## src/rtl/exec_monitor_if.sv

```systemverilog
// Bundle of control inputs and status outputs between the CPU-side driver and the
// execution monitor. The master drives arm/clear/CPU observations; the slave reports status.
interface exec_monitor_if #(
  parameter int PC_WIDTH    = 16,
  parameter int STATE_WIDTH = 3,
  parameter int CNT_WIDTH   = 32
);
  logic                   arm;
  logic                   clear;
  logic [PC_WIDTH-1:0]    pc;
  logic [STATE_WIDTH-1:0] cpu_state;
  logic                   mem_write;
  logic                   running;
  logic                   halted;
  logic                   timed_out;
  logic                   done;
  logic [CNT_WIDTH-1:0]   cycle_count;
  logic [CNT_WIDTH-1:0]   retired_count;
  logic [CNT_WIDTH-1:0]   mem_write_count;

  modport master (
    output arm, clear, pc, cpu_state, mem_write,
    input  running, halted, timed_out, done, cycle_count, retired_count, mem_write_count
  );

  modport slave (
    input  arm, clear, pc, cpu_state, mem_write,
    output running, halted, timed_out, done, cycle_count, retired_count, mem_write_count
  );
endinterface

```

## src/rtl/exec_monitor.sv

```systemverilog
// Execution monitor: counts run cycles, retired instructions and memory writes, and
// flags halt (PC stuck in fetch) or timeout (run-cycle budget exhausted). Sticky until arm/clear.
module exec_monitor #(
  parameter int PC_WIDTH       = 16,
  parameter int STATE_WIDTH    = 3,
  parameter int FETCH_STATE    = 0,
  parameter int WB_STATE       = 4,
  parameter int HALT_CYCLES    = 5,
  parameter int TIMEOUT_CYCLES = 1000,
  parameter int CNT_WIDTH      = 32
) (
  input  logic         clock,
  input  logic         reset,
  exec_monitor_if.slave mon
);

  localparam int STB_W = (HALT_CYCLES > 1) ? $clog2(HALT_CYCLES) : 1;
  localparam logic [STB_W-1:0]       STB_MAX  = STB_W'(HALT_CYCLES - 1);
  localparam logic [63:0]            TO_LIM   = 64'(TIMEOUT_CYCLES - 1);
  localparam logic [STATE_WIDTH-1:0] FETCH_ST = STATE_WIDTH'(FETCH_STATE);
  localparam logic [STATE_WIDTH-1:0] WB_ST    = STATE_WIDTH'(WB_STATE);

  typedef enum logic [1:0] {
    ST_IDLE    = 2'd0,
    ST_RUN     = 2'd1,
    ST_HALTED  = 2'd2,
    ST_TIMEOUT = 2'd3
  } state_e;

  state_e                 state_q, state_d;
  logic [CNT_WIDTH-1:0]   cyc_q, cyc_d;
  logic [CNT_WIDTH-1:0]   ret_q, ret_d;
  logic [CNT_WIDTH-1:0]   mw_q, mw_d;
  logic [STB_W-1:0]       stable_q, stable_d;
  logic [PC_WIDTH-1:0]    prev_pc_q, prev_pc_d;
  logic                   running_q, running_d;
  logic                   halted_q, halted_d;
  logic                   timed_out_q, timed_out_d;
  logic                   done_q, done_d;
  logic                   match_s;
  logic                   halt_hit_s;
  logic                   to_hit_s;

  function automatic logic [CNT_WIDTH-1:0] sat_inc(input logic [CNT_WIDTH-1:0] v,
                                                   input logic en);
    logic [CNT_WIDTH-1:0] r;
    if (en && (v != {CNT_WIDTH{1'b1}})) begin
      r = v + CNT_WIDTH'(1);
    end else begin
      r = v;
    end
    return r;
  endfunction

  // Next-state and next-counter computation; clear beats arm, arm is ignored while running.
  always_comb begin
    state_d    = state_q;
    cyc_d      = cyc_q;
    ret_d      = ret_q;
    mw_d       = mw_q;
    stable_d   = stable_q;
    prev_pc_d  = prev_pc_q;
    match_s    = (mon.pc == prev_pc_q) && (mon.cpu_state == FETCH_ST);
    halt_hit_s = match_s && (stable_q == STB_MAX);
    to_hit_s   = (64'(cyc_q) == TO_LIM);

    if (mon.clear) begin
      state_d   = ST_IDLE;
      cyc_d     = '0;
      ret_d     = '0;
      mw_d      = '0;
      stable_d  = '0;
      prev_pc_d = '1;
    end else if (mon.arm && (state_q != ST_RUN)) begin
      state_d   = ST_RUN;
      cyc_d     = '0;
      ret_d     = '0;
      mw_d      = '0;
      stable_d  = '0;
      prev_pc_d = '1;
    end else begin
      case (state_q)
        ST_RUN: begin
          prev_pc_d = mon.pc;
          cyc_d     = sat_inc(cyc_q, 1'b1);
          ret_d     = sat_inc(ret_q, mon.cpu_state == WB_ST);
          mw_d      = sat_inc(mw_q, mon.mem_write);
          if (!match_s) begin
            stable_d = '0;
          end else if (stable_q != STB_MAX) begin
            stable_d = stable_q + STB_W'(1);
          end else begin
            stable_d = stable_q;
          end
          // Counters above still advance on the edge that raises a flag.
          if (halt_hit_s) begin
            state_d = ST_HALTED;
          end else if (to_hit_s) begin
            state_d = ST_TIMEOUT;
          end else begin
            state_d = ST_RUN;
          end
        end
        default: begin
          state_d = state_q;
        end
      endcase
    end

    running_d   = (state_d == ST_RUN);
    halted_d    = (state_d == ST_HALTED);
    timed_out_d = (state_d == ST_TIMEOUT);
    done_d      = (state_d == ST_HALTED) || (state_d == ST_TIMEOUT);
  end

  // State, counters and registered status flags.
  always_ff @(posedge clock or negedge reset) begin
    if (!reset) begin
      state_q     <= ST_IDLE;
      cyc_q       <= '0;
      ret_q       <= '0;
      mw_q        <= '0;
      stable_q    <= '0;
      prev_pc_q   <= '1;
      running_q   <= 1'b0;
      halted_q    <= 1'b0;
      timed_out_q <= 1'b0;
      done_q      <= 1'b0;
    end else begin
      state_q     <= state_d;
      cyc_q       <= cyc_d;
      ret_q       <= ret_d;
      mw_q        <= mw_d;
      stable_q    <= stable_d;
      prev_pc_q   <= prev_pc_d;
      running_q   <= running_d;
      halted_q    <= halted_d;
      timed_out_q <= timed_out_d;
      done_q      <= done_d;
    end
  end

  assign mon.running         = running_q;
  assign mon.halted          = halted_q;
  assign mon.timed_out       = timed_out_q;
  assign mon.done            = done_q;
  assign mon.cycle_count     = cyc_q;
  assign mon.retired_count   = ret_q;
  assign mon.mem_write_count = mw_q;

endmodule

```

## src/flat_wrapper.sv

```systemverilog
// flat-port wrapper written by rule: the top's interface ports become plain ports
module exec_monitor_flat 
#(
  parameter int PC_WIDTH       = 16,
  parameter int STATE_WIDTH    = 3,
  parameter int FETCH_STATE    = 0,
  parameter int WB_STATE       = 4,
  parameter int HALT_CYCLES    = 5,
  parameter int TIMEOUT_CYCLES = 1000,
  parameter int CNT_WIDTH      = 32
)
  (clock, reset, mon_arm, mon_clear, mon_pc, mon_cpu_state, mon_mem_write, mon_running, mon_halted, mon_timed_out, mon_done, mon_cycle_count, mon_retired_count, mon_mem_write_count);
  exec_monitor_if #(.PC_WIDTH(PC_WIDTH), .STATE_WIDTH(STATE_WIDTH), .CNT_WIDTH(CNT_WIDTH)) mon_i ();
  input  logic clock;
  input  logic reset;
  input wire logic [$bits(mon_i.arm)-1:0] mon_arm;
  input wire logic [$bits(mon_i.clear)-1:0] mon_clear;
  input wire logic [$bits(mon_i.pc)-1:0] mon_pc;
  input wire logic [$bits(mon_i.cpu_state)-1:0] mon_cpu_state;
  input wire logic [$bits(mon_i.mem_write)-1:0] mon_mem_write;
  output wire logic [$bits(mon_i.running)-1:0] mon_running;
  output wire logic [$bits(mon_i.halted)-1:0] mon_halted;
  output wire logic [$bits(mon_i.timed_out)-1:0] mon_timed_out;
  output wire logic [$bits(mon_i.done)-1:0] mon_done;
  output wire logic [$bits(mon_i.cycle_count)-1:0] mon_cycle_count;
  output wire logic [$bits(mon_i.retired_count)-1:0] mon_retired_count;
  output wire logic [$bits(mon_i.mem_write_count)-1:0] mon_mem_write_count;
  assign mon_i.arm = mon_arm;
  assign mon_i.clear = mon_clear;
  assign mon_i.pc = mon_pc;
  assign mon_i.cpu_state = mon_cpu_state;
  assign mon_i.mem_write = mon_mem_write;
  assign mon_running = mon_i.running;
  assign mon_halted = mon_i.halted;
  assign mon_timed_out = mon_i.timed_out;
  assign mon_done = mon_i.done;
  assign mon_cycle_count = mon_i.cycle_count;
  assign mon_retired_count = mon_i.retired_count;
  assign mon_mem_write_count = mon_i.mem_write_count;
  exec_monitor #(.PC_WIDTH(PC_WIDTH), .STATE_WIDTH(STATE_WIDTH), .FETCH_STATE(FETCH_STATE), .WB_STATE(WB_STATE), .HALT_CYCLES(HALT_CYCLES), .TIMEOUT_CYCLES(TIMEOUT_CYCLES), .CNT_WIDTH(CNT_WIDTH)) u_core (.clock(clock), .reset(reset), .mon(mon_i));
endmodule
```

## config.mk

```make
export PLATFORM = sky130hd
export DESIGN_NAME = exec_monitor_flat
export DESIGN_NICKNAME = d
export VERILOG_FILES = /design/src/rtl/exec_monitor_if.sv /design/src/rtl/exec_monitor.sv /design/src/flat_wrapper.sv
export SDC_FILE = /design/constraint.sdc
export NUM_CORES = 1
export LEC_CHECK = 0
export CAP_MARGIN = 10
export CORE_UTILIZATION = 57
export DETAILED_ROUTE_END_ITERATION = 12
export PLACE_DENSITY = 0.91
export SLEW_MARGIN = 20
export SYNTH_ARGS = -nofsm -noshare
export SYNTH_HDL_FRONTEND = slang
export SYNTH_SLANG_ARGS = --single-unit
export TNS_END_PERCENT = 1
```

## constraint.sdc

```tcl
create_clock -name clock -period 4.7 [get_ports clock]
set_input_delay 0.94 -clock clock [delete_from_list [all_inputs] [get_ports clock]]
set_output_delay 0.94 -clock clock [all_outputs]
set_load 0.02 [all_outputs]
```

## After elaboration in Yosys (flattened, before gate mapping)

Cells that the tools add are included.

- Bits of input ports: 24
- Register bits after elaboration: 121
- Output and inout port bits: 100

- Mux-type cells: 25
- Add/sub/neg operators: 4
- Equal/unequal tests: 14
- Reduce and logical (&&, ||, !) cells: 15

Operator list:

| operator | count |
|---|---|
| $mux 32 | 12 |
| $add 32x1->32 const B | 3 |
| $ne 32x32->1 const B | 3 |
| $mux 16 | 3 |
| $eq 32x10->1 const B | 1 |
| $eq 16x16->1 | 1 |
| $mux 3 | 5 |
| $reduce_bool 3->1 | 4 |
| $mux 2 | 5 |
| $reduce_and 2->1 | 4 |
| $eq 3x3->1 const B | 2 |
| $logic_and 1x1->1 | 5 |
| $eq 2x1->1 const B | 2 |
| $eq 2x2->1 const B | 2 |
| $ne 4x4->1 const B | 1 |
| $add 3x1->3 const B | 1 |
| $logic_not 3->1 | 1 |
| $ne 3x3->1 const B | 1 |
| $ne 2x1->1 const B | 1 |
| $logic_or 1x1->1 | 1 |

## Logic depth before layout (Yosys ltp)

- Word-level depth: 9
- Gate-level depth with buffers: 8
- Depth with buffers taken out: 6

## Worst setup path after synthesis

No wires, ideal clock.

- Path type: input-to-reg
- From: input port mon_pc[7]
- To: register u_core.running_q, in the netlist u_core.mon.running
- Stages on the path: 5
- Slack: 2.274 ns
- Path buffers: 0
- Arrival time: 2.307 ns
- Path through: xor2_1 > or4_1 > nor4_2 > nand4_1 > and3_1

- Longest elaborated chain between the ends: 8

Ends and longest elaborated chain:

| what | RTL line | source |
|---|---|---|
| start, declared | flat_wrapper.sv:18 | `input wire logic [$bits(mon_i.pc)-1:0] mon_pc;` |
| $eq 16x16->1 | exec_monitor.sv:63 | `match_s = (mon.pc == prev_pc_q) && (mon.cpu_state == FETCH_ST);` |
| $logic_and 1x1->1 | exec_monitor.sv:63 |  |
| $logic_and 1x1->1 | exec_monitor.sv:64 | `halt_hit_s = match_s && (stable_q == STB_MAX);` |
| $mux 2 | exec_monitor.sv:96 | `if (halt_hit_s) begin` |
| $mux 2 | exec_monitor.sv:82 | `case (state_q)` |
| $mux 2 | exec_monitor.sv:74 | `end else if (mon.arm && (state_q != ST_RUN)) begin` |
| $mux 2 | exec_monitor.sv:67 | `if (mon.clear) begin` |
| $eq 2x1->1 | exec_monitor.sv:110 | `running_d = (state_d == ST_RUN);` |
| named net u_core.running_d | exec_monitor.sv:36 | `logic running_q, running_d;` |
| end signal, assigned | exec_monitor.sv:136 | `running_q <= running_d;` |
| end, declared | exec_monitor.sv:36 |  |

The timed path passes the listed nets, and every way through them passes these cells.
A chain may end at the register's enable or synchronous reset.

## Final worst setup path

- From: input port mon_clear
- To: register u_core.stable_q[1]

- Longest elaborated chain between the ends: 2
- Elaborated cells on any way between the ends: 4
- Those cells by class: 1 x eq/ne; 1 x mux; 2 x reduce/logical

Ends and longest elaborated chain:

| what | RTL line | source |
|---|---|---|
| start, declared | flat_wrapper.sv:17 | `input wire logic [$bits(mon_i.clear)-1:0] mon_clear;` |
| $ne 4x4->1 (no line) / $reduce_bool 3->1 (equally long branches) | -- |  |
| $reduce_and 2->1 (no line) | -- |  |
| end signal, assigned | exec_monitor.sv:134 | `stable_q <= stable_d;` |
| end, declared | exec_monitor.sv:34 | `logic [STB_W-1:0] stable_q, stable_d;` |

Parallel ways exist; a longest one is shown, timed or not.

==> reports/results.tsv <==
metric	value	unit
ctsHoldBuffers	0	
hold_class	flip-flop to flip-flop	
crit_start	mon_clear	
yosysTopAreaCell	dfrtp_1	
fp.dieH	110	µm
outcome	finished, final reports clean	
fin_worst_skew	0.0111	ns
p_leak	3.29	nW
setup_violations	0	
synth_top_family_by_area	simple AND/OR/NAND/NOR gates	
die_area	0.0121	mm²
num_rows	39	
firstDrtPassIters	6	
synthTopCellsByArea	dfrtp_1 39%, dfstp_2 6.3%, nand2_1 4.9%	
wl_per_cell	19.6	µm
max_freq	353	MHz
grt.overflow.total	0	
core	0.0114	mm²
synth.mux.area_fraction	0.00300	
setup_tns	0	ns
cts_setup_buffers	0	
ys_ff_latch	121	
synth_seq_area_share	0.457	
synthDistinctLibCells	51	
cts_resized	0	
clk_pin_slew	0.05	ns
crit_required	5.01	ns
min_period_over_period	0.603	
dp.cells	990	
ir_worst_vdd	0.256	mV
worstSetupEndpointType	flip-flop	
synth-async-reset-ratio	1.00	
yosysWarnings	0	
synth_xor_area_frac	0.0367	
synth_nets	777	
via_per_inst	6.79	
cts_tree	built	
clk_latency	0.43	ns
vias	6935	
crit_arrival	3.14	ns
grt_pass1_vias	6638	
rsz0062_at_grt	false	
layout-drive-gt1-share	0.0876	
drv_slew	0	
worst_pin_slew	1.10	ns
worst_slack	1.87	ns
period_needed	2.83	ns
fillCellCount	805	
hold_violations	0	
synth_edf_count	0	
root_buffer	clkbuf_16	
yosysMostFrequentCell	dfrtp_1	
grt_max_degree	65	
dp_hpwl	13100	µm
synthToLayoutAreaGrowth	29.8	%
cts_buffers	17	
synth_top_area_frac	0.394	
final_nets	895	
fin_total_pwr	2.63	mW
netlist_instances	748	
drt_wl_total	20000	µm
maxCapViolations	0	
antenna_cells	0	
drc	0	
synthSimpleGateAreaFrac	0.309	
cts_sinks	121	
instances_no_fill	1022	
htreeDepth	4	
io_pins	124	
preCtsSetupSlack	1.57	ns
slew_headroom	0.261	
syn-cell-area	0.00668	mm²
grt_pass1_wl	32700	µm
start_util	0.585	
clockBufferDepth	2	
postSynthAreaPerCell	8.92	µm²
grt_use_total	0.351	
critPathLaunchType	primary input	
cp_max_fo	22	
grt_antenna_before_repair	0	
crit_type	primary input to flip-flop	
postRouteAntennaNets	0	
synthTopCellsByCount	105 x dfrtp_1, 87 x nand2_1, 64 x a21oi_1	
synthAdderAreaFrac	0.00937	
ys.flop_type	dfrtp_1	
dr.first_iter.drc_count	692	
gp_congestion	0.947	
p_per_area	303	mW/mm²
port_buffers	123	
die_w	110	µm
hold_start	u_core.prev_pc_q[7]$_DFFE_PN1P_	
synth_compound_area_frac	0.160	
timing.rr.start	u_core.state_q[1]$_DFF_PN0_	
[registers in the layout, indices dropped and copies added (netlist names)]
name	count
u_core.mon.done	1
u_core.mon.halted	1
u_core.stable_q	3
u_core.mon.cycle_count	32
u_core.mon.mem_write_count	32
u_core.mon.running	1
u_core.mon.timed_out	1
u_core.state_q	2
u_core.mon.retired_count	32
u_core.prev_pc_q	16
[metal layers]
layer,wire length [µm],share of wire,global-route usage,vias to the layer above
met5,0,0,0,-
met4,645,0.032,0.162,0
met3,1810,0.090,0.0782,78
met2,10000,0.50,0.585,464
met1,7540,0.38,0.437,3330
li1,-,-,-,3063
[metrics by stage]
| stage | hold slack, ns | util | cell area, µm² |
|---|---|---|---|
| after global placement | 0.477 | 0.703 | 8030 |
| after CTS | 0.502 | 0.759 | 8670 |
| after global routing | 0.508 | 0.759 | 8670 |
| after floorplan | 0.470 | - | 6680 |
| after detailed placement | 0.488 | 0.703 | 8030 |
| final | 0.500 | 0.759 | 8670 |
[cells by family after synthesis]
family / count (synthesis)
simple gates: 373
buf+inv: 43
xor+xnor: 28
fa+ha+maj: 5
compound gates: 176
mux: 2
flops: 121
[area by class of cell]
| class | count | area, µm² | area share |
|---|---|---|---|
| multi-input combinational | 584 | 3470 | 0.400 |
| clock inverter | 10 | 166 | 0.0192 |
| clock buffer | 22 | 474 | 0.0547 |
| timing repair buffer | 131 | 1290 | 0.149 |
| tap | 143 | 179 | 0.0206 |
| sequential | 121 | 3050 | 0.352 |
| inverter | 11 | 41.3 | 0.00476 |
[worst max-delay path, cell delays in order]
cell and delay (ns):
clkdlybuf4s50_1 0.59, a21oi_4 0.63, buf_4 0.41, a41oi_1 0.23, o21ai_0 0.33
[power breakdown]
group,leakage (nW),switching [mW],internal (mW)
Clock,0.307,0.488,0.930
Sequential,1.63,0.0106,1.06
Combinational,1.36,0.0940,0.0478
[placed cells by master, fill, tap and decap left out, drive strengths merged, types with 16 or more instances in the layout]
cell,count
a21oi,64
and3,19
clkbuf,22
clkdlybuf4s50,122
dfrtp,105
dfstp,16
nand2,87
nand3,58
nand4,38
nor2,36
o21ai,59
or3,46
or4,25
[worst paths after layout]
kind | end | slack (ns) | depth (start not counted)
hold / removal | u_core.prev_pc_q[7]$_DFFE_PN1P_ | 0.50 | 2
hold reg to reg | u_core.prev_pc_q[7]$_DFFE_PN1P_ | 0.50 | 2
setup reg to reg | u_core.stable_q[1]$_DFFE_PN0P_ | 1.98 | 5
setup / recovery | u_core.stable_q[1]$_DFFE_PN0P_ | 1.87 | 5
max in group asynchronous | u_core.mon.cycle_count[21]$_DFFE_PN0P_ | 3.07 | 2
min in group asynchronous | u_core.mon.mem_write_count[8]$_DFFE_PN0P_ | 0.62 | 1
(Power assumes the default switching activity.)
